**config.mk**
```make
export PLATFORM = sky130hd
export DESIGN_NAME = mem_port_arbiter
export DESIGN_NICKNAME = d
export VERILOG_FILES = /design/src/rtl/mem_port_arbiter.sv
export SDC_FILE = /design/constraint.sdc
export NUM_CORES = 1
export LEC_CHECK = 0
export CORE_MARGIN = 1
export CORE_UTILIZATION = 34
export DETAILED_ROUTE_END_ITERATION = 8
export PLACE_DENSITY = 0.74
export SLEW_MARGIN = 20
export SYNTH_ARGS = -nofsm -noshare
export SYNTH_HDL_FRONTEND = slang
export SYNTH_SLANG_ARGS = --single-unit
```
**constraint.sdc**
```tcl
create_clock -name Clock -period 1.6 [get_ports Clock]
set_input_delay 0.24 -clock Clock [delete_from_list [all_inputs] [get_ports Clock]]
set_output_delay 0.24 -clock Clock [all_outputs]
set_load 0.01 [all_outputs]
```
**src/rtl/mem_port_arbiter.sv**
```systemverilog
`default_nettype none
// mem_port_arbiter: shares one single-ported memory between the fetch port and the data port.
// One transaction in flight; data wins arbitration unless fetch has been starved STARVE_LIMIT times.
module mem_port_arbiter #(
  parameter int WORD_SIZE    = 16,
  parameter int STARVE_LIMIT = 4,
  parameter int RD_TIMEOUT   = 64
) (
  input  logic                 Clock,
  input  logic                 Reset,
  input  logic                 InstrRead,
  input  logic [WORD_SIZE-1:0] InstrAddr,
  output logic [WORD_SIZE-1:0] InstrIn,
  output logic                 InstrWaitreq,
  input  logic                 ReadData,
  input  logic                 WriteData,
  input  logic [WORD_SIZE-1:0] DataAddr,
  input  logic [WORD_SIZE-1:0] DataOut,
  output logic [WORD_SIZE-1:0] DataIn,
  output logic                 DataWaitreq,
  output logic                 MemRead,
  output logic                 MemWrite,
  output logic [WORD_SIZE-1:0] MemAddr,
  output logic [WORD_SIZE-1:0] MemWdata,
  input  logic                 MemWaitreq,
  input  logic [WORD_SIZE-1:0] MemRdata,
  input  logic                 MemRdvalid,
  output logic                 BusErr
);

  localparam int SC_W = $clog2(STARVE_LIMIT + 1);
  localparam int TO_W = $clog2(RD_TIMEOUT + 1);

  typedef enum logic [1:0] {
    IDLE    = 2'd0,
    ISSUE   = 2'd1,
    WAIT_RD = 2'd2
  } state_t;

  state_t          state;
  logic            grant_instr;
  logic            grant_write;
  logic [SC_W-1:0] starve_cnt;
  logic [TO_W-1:0] to_cnt;

  logic data_req;
  logic pick_instr;
  logic rd_timeout;
  logic write_done;
  logic read_done;
  logic completing;
  logic rd_deliver;

  assign data_req   = ReadData | WriteData;
  assign pick_instr = InstrRead & (~data_req | (starve_cnt == SC_W'(STARVE_LIMIT)));
  assign rd_timeout = (to_cnt == TO_W'(RD_TIMEOUT - 1));
  assign write_done = (state == ISSUE) & ~MemWaitreq & grant_write;
  assign read_done  = (state == WAIT_RD) & (MemRdvalid | rd_timeout);
  // A reset cycle abandons whatever is in flight, so nothing completes while Reset is high.
  assign completing = ~Reset & (write_done | read_done);
  assign rd_deliver = completing & (state == WAIT_RD) & MemRdvalid;

  assign InstrWaitreq = Reset | (InstrRead & ~(grant_instr & completing));
  assign DataWaitreq  = Reset | (data_req & ~(~grant_instr & completing));
  assign InstrIn      = (rd_deliver & grant_instr)  ? MemRdata : '0;
  assign DataIn       = (rd_deliver & ~grant_instr) ? MemRdata : '0;

  assign BusErr = ~Reset & (((state == IDLE) & ~pick_instr & ReadData & WriteData) |
                            ((state == WAIT_RD) & ~MemRdvalid & rd_timeout));

  always_ff @(posedge Clock) begin
    if (Reset) begin
      state       <= IDLE;
      grant_instr <= 1'b0;
      grant_write <= 1'b0;
      starve_cnt  <= '0;
      to_cnt      <= '0;
      MemRead     <= 1'b0;
      MemWrite    <= 1'b0;
      MemAddr     <= '0;
      MemWdata    <= '0;
    end else begin
      // Starvation count only matters while fetch is actually waiting.
      if (!InstrRead)
        starve_cnt <= '0;
      else if (state == IDLE && pick_instr)
        starve_cnt <= '0;
      else if (state == IDLE && data_req && starve_cnt != SC_W'(STARVE_LIMIT))
        starve_cnt <= starve_cnt + 1'b1;

      case (state)
        IDLE: begin
          to_cnt <= '0;
          if (pick_instr || data_req) begin
            grant_instr <= pick_instr;
            grant_write <= ~pick_instr & WriteData;
            MemRead     <= pick_instr | ~WriteData;
            MemWrite    <= ~pick_instr & WriteData;
            MemAddr     <= pick_instr ? InstrAddr : DataAddr;
            MemWdata    <= pick_instr ? '0 : DataOut;
            state       <= ISSUE;
          end
        end
        ISSUE: begin
          if (!MemWaitreq) begin
            MemRead  <= 1'b0;
            MemWrite <= 1'b0;
            state    <= grant_write ? IDLE : WAIT_RD;
          end
        end
        WAIT_RD: begin
          if (MemRdvalid || rd_timeout)
            state <= IDLE;
          else
            to_cnt <= to_cnt + 1'b1;
        end
        default: state <= IDLE;
      endcase
    end
  end

endmodule
`default_nettype wire

```
==> metrics.md <==
| Metric | Value |
|---|---|
| Worst-skew pair later-pin latency | `320 ps` |
| Layout cells sized above 1 | `38.4%` |
| Reg2Reg Depth | `9` |
| 1st-iter DRT viols | `122` |
| Crit-path max cell delay | `340 ps` |
| Final layout net count | `563` |
| Clk sink count | `48` |
| Hold buffers post-CTS | `0` |
| Most frequent cells in the layout | `clkdlybuf4s50_1 (101), buf_4 (48), dfxtp_1 (41)` |
| Initial antenna violation count | `0` |
| Switching Power | `1.13 mW` |
| Number of diodes | `0` |
| Sequential power share | `38.7%` |
| Port bufs | `139` |
| DRC viols | `0` |
| Synth warn | `0` |
| Critical Path Sink | `DataIn[14]` |
| Slowest cell on the critical path | `dfxtp_2` |
| Min Tclk post-route | `1910 ps` |
| Worst Tran Pin Value | `419 ps` |
| Cts bufs inserted | `5` |
| First drt pass iteration count | `4` |
| Critical path required time | `1360 ps` |
| Core area | `0.00676 mm²` |
| Comb pwr share | `39.2%` |
| First-pass GRT wire length | `13.9 mm` |
| VDD IR max | `0.000436 V` |
| Clock root buffer | `clkbuf_8` |
| Post-synth EDFFs | `0` |
| R2R Path Start | `state[0]` |
| Grt total ovfl | `0` |
| Endpoint class of the critical path | `output port` |
| Register area share after synthesis | `40.5%` |
| Die outline area | `0.00732 mm²` |
| CP max FO | `4` |
| Chip height | `85.6 µm` |
| # rows | `30` |
| Static Leak | `1.99 nW` |
| Most common cell after layout, fill and taps aside | `clkdlybuf4s50_1` |
| CP Data Arrival Time | `1670 ps` |
| Non-filler instance count after layout | `570` |
| Crit path from | `state[1]` |
| Final ANT Viol Nets | `0` |
| Max_slew headroom | `72.1%` |
| Hold Path Class | `in2reg` |
| Synth-to-Final Area Change | `103%` |
| Maximum capacitance violations | `0` |
| Syn_nets | `363` |
| GP Congestion | `0.750` |
| #FFs+latches synth | `48` |
| Final worst slack | `-306 ps` |
| Vias | `2935` |
| CTS Buffer Depth | `2` |
| Pins Over Slew Limit | `0` |
| Setup TNS | `-7920 ps` |
| CTS tree | `yes` |
| Failing checks | `negative setup slack` |
| Vias per inst | `5.15` |
| Sw Share | `31.5%` |
| Cell total after placement | `528` |
| Design Area, Final | `0.00482 mm²` |
| Fin crit share | `119%` |
| WL/cell | `16.3 µm` |
| Syn Std Cell Area | `0.00237 mm²` |
| Cell depth of the worst min-delay path | `3` |
| Reg clk slew, reported paths | `100 ps` |
| Setup slack, reg-to-reg | `-150 ps` |
| Final setup violation count | `53` |
| # IOs | `140` |
| Power Dens Cells | `744 mW/mm²` |
| Crit Path Class | `reg2out` |
| Post-placement cell area | `0.00410 mm²` |
| CP dominant cell by count | `buf_6` |
| Avg Cell Area, Syn | `8.22 µm²` |
| RR Endpoint | `MemAddr[15]` |
| Mapped Cells | `289` |
| Htree depth | `2` |
| Final core area utilization | `71.4%` |
| Max Fclk | `525 MHz` |
| Gr usage total | `23.9%` |
| Largest net degree at the start of global routing | `32` |
| Int Power | `2.46 mW` |
| Worst clock skew | `12.4 ps` |
| RSZ-0062 raised after global routing | `yes` |
| Prevailing post-synth register cell | `dfxtp_1` |
| Outcome | `complete, but fails checks` |
| Final WL | `9.29 mm` |
| Hold Violations, Final | `0` |
| Crit-path cells | `nand3b_1, nor3_4, buf_6, buf_6, buf_6, and2_4, buf_6` |
| Vias in the first global route | `2898` |
| Startpoint types | `register` |
| Distinct cells, synth | `42` |
| Clock share of power | `22.1%` |
| DIE WIDTH | `85.6 µm` |
| Initial Util | `35.1%` |
| Ys async rst share | `0%` |
| Half-perimeter wire length after placement | `5.83 mm` |
[stage by stage]
step / hold slack, ps / worst slack (ps) / power, mW
6_report: 468 / -306 / 3.59
5_1_grt: 470 / -374 / 3.75
4_1_cts: 428 / -269 / 3.49
3_5_place_dp: 462 / -641 / 2.42
3_3_place_gp: 458 / -578 / 2.40
2_1_floorplan: 388 / 14.0 / 1.83
[routing by layer]
| layer | share of wire, % | track usage, % | vias to the layer above |
|---|---|---|---|
| met5 | 0 | 0 | - |
| met4 | 1.8 | 6.52 | 0 |
| met3 | 5.7 | 5.77 | 20 |
| met2 | 50 | 41.9 | 115 |
| met1 | 42 | 29.3 | 1374 |
| li1 | - | - | 1426 |
[power by group through the flow]
stage                     registers [mW]  clock network [mW]  logic [mW]
final                               1.39               0.795        1.41
after global routing                1.40               0.858        1.49
after CTS                           1.38               0.809        1.31
after detailed placement            1.40                   0        1.02
after global placement              1.40                   0        1.00
after floorplan                     1.45                   0       0.388
[critical path, delay by kind of cell, from the launching register on]
kind,cells,cell delay [ps]
and+or+nand+nor,3,570
buffers and inverters,4,430
DFF,1,340
[registers in the layout (all words and copies together) (netlist names)]
| signal | cells |
|---|---|
| MemWdata | 16 |
| MemWrite | 1 |
| grant_instr | 1 |
| to_cnt | 7 |
| MemRead | 1 |
| grant_write | 1 |
| MemAddr | 16 |
| state | 2 |
| starve_cnt | 3 |
[synthesized netlist by cell type, types with 3 or more instances]
| cell | instances | area share (%) |
|---|---|---|
| nor2_1 | 40 | 6.3 |
| and2_1 | 32 | 8.4 |
| buf_2 | 6 | 1.3 |
| dfxtp_1 | 48 | 40 |
| inv_1 | 4 | 0.63 |
| buf_4 | 3 | 0.95 |
| nand3b_1 | 5 | 1.6 |
| nand3_1 | 23 | 4.8 |
| clkbuf_1 | 14 | 2.2 |
| nand2_1 | 23 | 3.6 |
| a311oi_1 | 16 | 5.9 |
| nor3_1 | 5 | 1.1 |
| ha_1 | 3 | 1.6 |
| a22oi_1 | 16 | 5.1 |
| o211ai_1 | 5 | 1.6 |
| a21oi_1 | 10 | 2.1 |
[cells by family after synthesis]
| kind of cell | Yosys count | synth area share [%] |
|---|---|---|
| and+or+nand+nor | 148 | 32.6 |
| AOI/OAI and AO/OA | 60 | 19.1 |
| DFF | 48 | 40.5 |
| buffers and inverters | 27 | 5.06 |
| adders and majority gates | 3 | 1.58 |
| xor gates and xnor gates | 2 | 0.738 |
| muxes | 1 | 0.422 |
[cell type report]
cell class,count,area [µm²]
well taps,80,100
fillers,514,1930
flip-flops and latches,48,970
inverters,4,15.0
clock buffers,5,68.8
repair buffers,216,2080
clock inverters,3,26.3
multi-input cells,214,1560
[worst min-delay path by stage]
stage	startpoint	end	slack, ps
3_3_place_gp	MemRead	MemRead	460
6_report	Reset	grant_write	470
2_1_floorplan	DataOut[0]	MemWdata[0]	390
5_1_grt	Reset	state[0]	470
4_1_cts	Reset	grant_instr	430
3_5_place_dp	MemRead	MemRead	460
[repair_timing]
item	in CTS	in global routing
pin swaps	32	31
buffers inserted	21	13
gates resized for setup	166	93
gates cloned	4	0
endpoints found under the setup margin	67	73
Power figures use the tool's default switching activity.
==> RTL edit (same settings) <==
`STARVE_LIMIT`: 4 -> 8.
--- a/src/rtl/mem_port_arbiter.sv
+++ b/src/rtl/mem_port_arbiter.sv
@@ -3,7 +3,7 @@
 // One transaction in flight; data wins arbitration unless fetch has been starved STARVE_LIMIT times.
 module mem_port_arbiter #(
   parameter int WORD_SIZE    = 16,
-  parameter int STARVE_LIMIT = 4,
+  parameter int STARVE_LIMIT = 8,
   parameter int RD_TIMEOUT   = 64
 ) (
   input  logic                 Clock,
Behaviour: not the same (a bounded check fails within 10 cycles, from zero or initial values and one cycle with Reset high).
==> RTL edit against the original RTL <==
- the run still ends with negative setup slack left
- final cell count grew 3.0%
- setup slack got worse by 0.081 ns
- sequential cell count up 1
- first-iteration DRC count rose by 52%
- design area decreased by 3.8%
- global-route usage shrank 2.4 points
- routed wire length shrank 9.6%
- power down 11%
- area after synthesis grew 3.3%
- critical path type unchanged
- largest cell class unchanged
- highest routed layer unchanged
==> RTL edit: results <==
group,metric,value,unit
global_route,grt_pass1_wl,12800,um
routing,num_vias,2909,
placed_design,place_ws,-0.634,ns
global_route,met3_usage,0.0834,
cells_and_area,buffers,199,
routing,wl_met2,4200,um
outcome,status,"finished with violations",
worst_setup_path,crit_start,"state[0]",
sta,finalSetupViolCount,35,
sta,skew,0.00643,ns
clock_network,clock-sinks,49,
clock_network,clkLatencyLatePin,0.30,ns
routing,met3_length,954,um
hold_path,min_from,"MemWdata[0]",
cells_and_area,multi_input_gates,229,
sta,setup_slack,-0.387,ns
synth,syn_nets,380,
sta,maxSlewHeadroom,0.795,
outcome,violations,"negative setup slack",
synth,synth_area_leaders,"dfxtp_1 40%, nand2_1 8.7%, and2_1 8.4%, a21oi_1 5.1%, a31oi_1 5.1%",
synth,yosysSeqAreaShare,0.400,
global_route,grtUsageMet2,0.397,
global_route,grtUsageTotal,0.215,
synth,syn_inst,306,
placed_design,placed_area,4200,um^2
cells_and_area,clock_buffers,6,
cells_and_area,layout-drive-gt1-share,0.320,
routing,drt-vias-per-instance,4.96,
synth,synth-compound-area-share,0.198,
cells_and_area,bufAreaShareNonClock,0.420,
synth,synth_common_cells,"57 x nand2_1, 49 x dfxtp_1, 33 x and2_1",
power_and_ir_drop,leakagePower,1.92,nW
placed_design,dp_hpwl,5690,um
routing,wl_per_cell,14.3,um
hold_path,hp-class,"reg -> reg",
worst_setup_path,cp.arrival,1.75,ns
cells_and_area,multi_input_area,1450,um^2
-- RTL edit: cell types whose count changed in the layout (fill, tap and decap cells not counted), sizes merged, moves of 3 or more --
| cell | before | now |
|---|---|---|
| a311oi | 16 | 1 |
| o21ai | 2 | 22 |
| nand2 | 23 | 57 |
| a22oi | 16 | 1 |
| nor3 | 6 | 1 |
| a31oi | 1 | 20 |
| a21oi | 10 | 25 |
| buf | 112 | 93 |
| and3 | 0 | 3 |
| nand3 | 23 | 20 |
| nand3b | 5 | 1 |
| nor2 | 41 | 10 |
| o211ai | 5 | 0 |
-- RTL edit: worst paths after layout --
check | slack [ns] | to | cells past startpoint
min reg2reg | 0.45 | MemWdata[0] | 2
min | 0.45 | MemWdata[0] | 2
max | -0.39 | InstrIn[1] | 7
max reg2reg | 0.07 | to_cnt[3] | 6
-- RTL edit: repair_timing --
action                     4_1_cts  5_1_grt
pin swaps                       29        8
setup endpoints to repair       64       67
resized for setup              186       42
buffers inserted                16        1
gates cloned                     2        1
hold buffers                     0        0
-- RTL edit: worst max-delay path: stages, from the launching register on --
cell,delay (ns)
dfxtp_2,0.34
nand2b_4,0.17
nor4bb_4,0.33
buf_4,0.20
buf_6,0.09
buf_6,0.09
and2_4,0.13
buf_6,0.09
-- RTL edit: where the power goes --
group | switching (mW) | internal [mW]
registers | 0.0545 | 1.32
clock network | 0.422 | 0.470
logic | 0.395 | 0.523
total | 0.871 | 2.32
-- RTL edit: through the flow --
stage                     hold WS (ns)  utilization  power, mW
after global placement           0.438        0.611       2.26
after detailed placement         0.444        0.611       2.27
final                            0.453        0.675       3.19
after floorplan                  0.350            -       1.77
after CTS                        0.457        0.645       3.17
after global routing             0.477        0.675       3.35
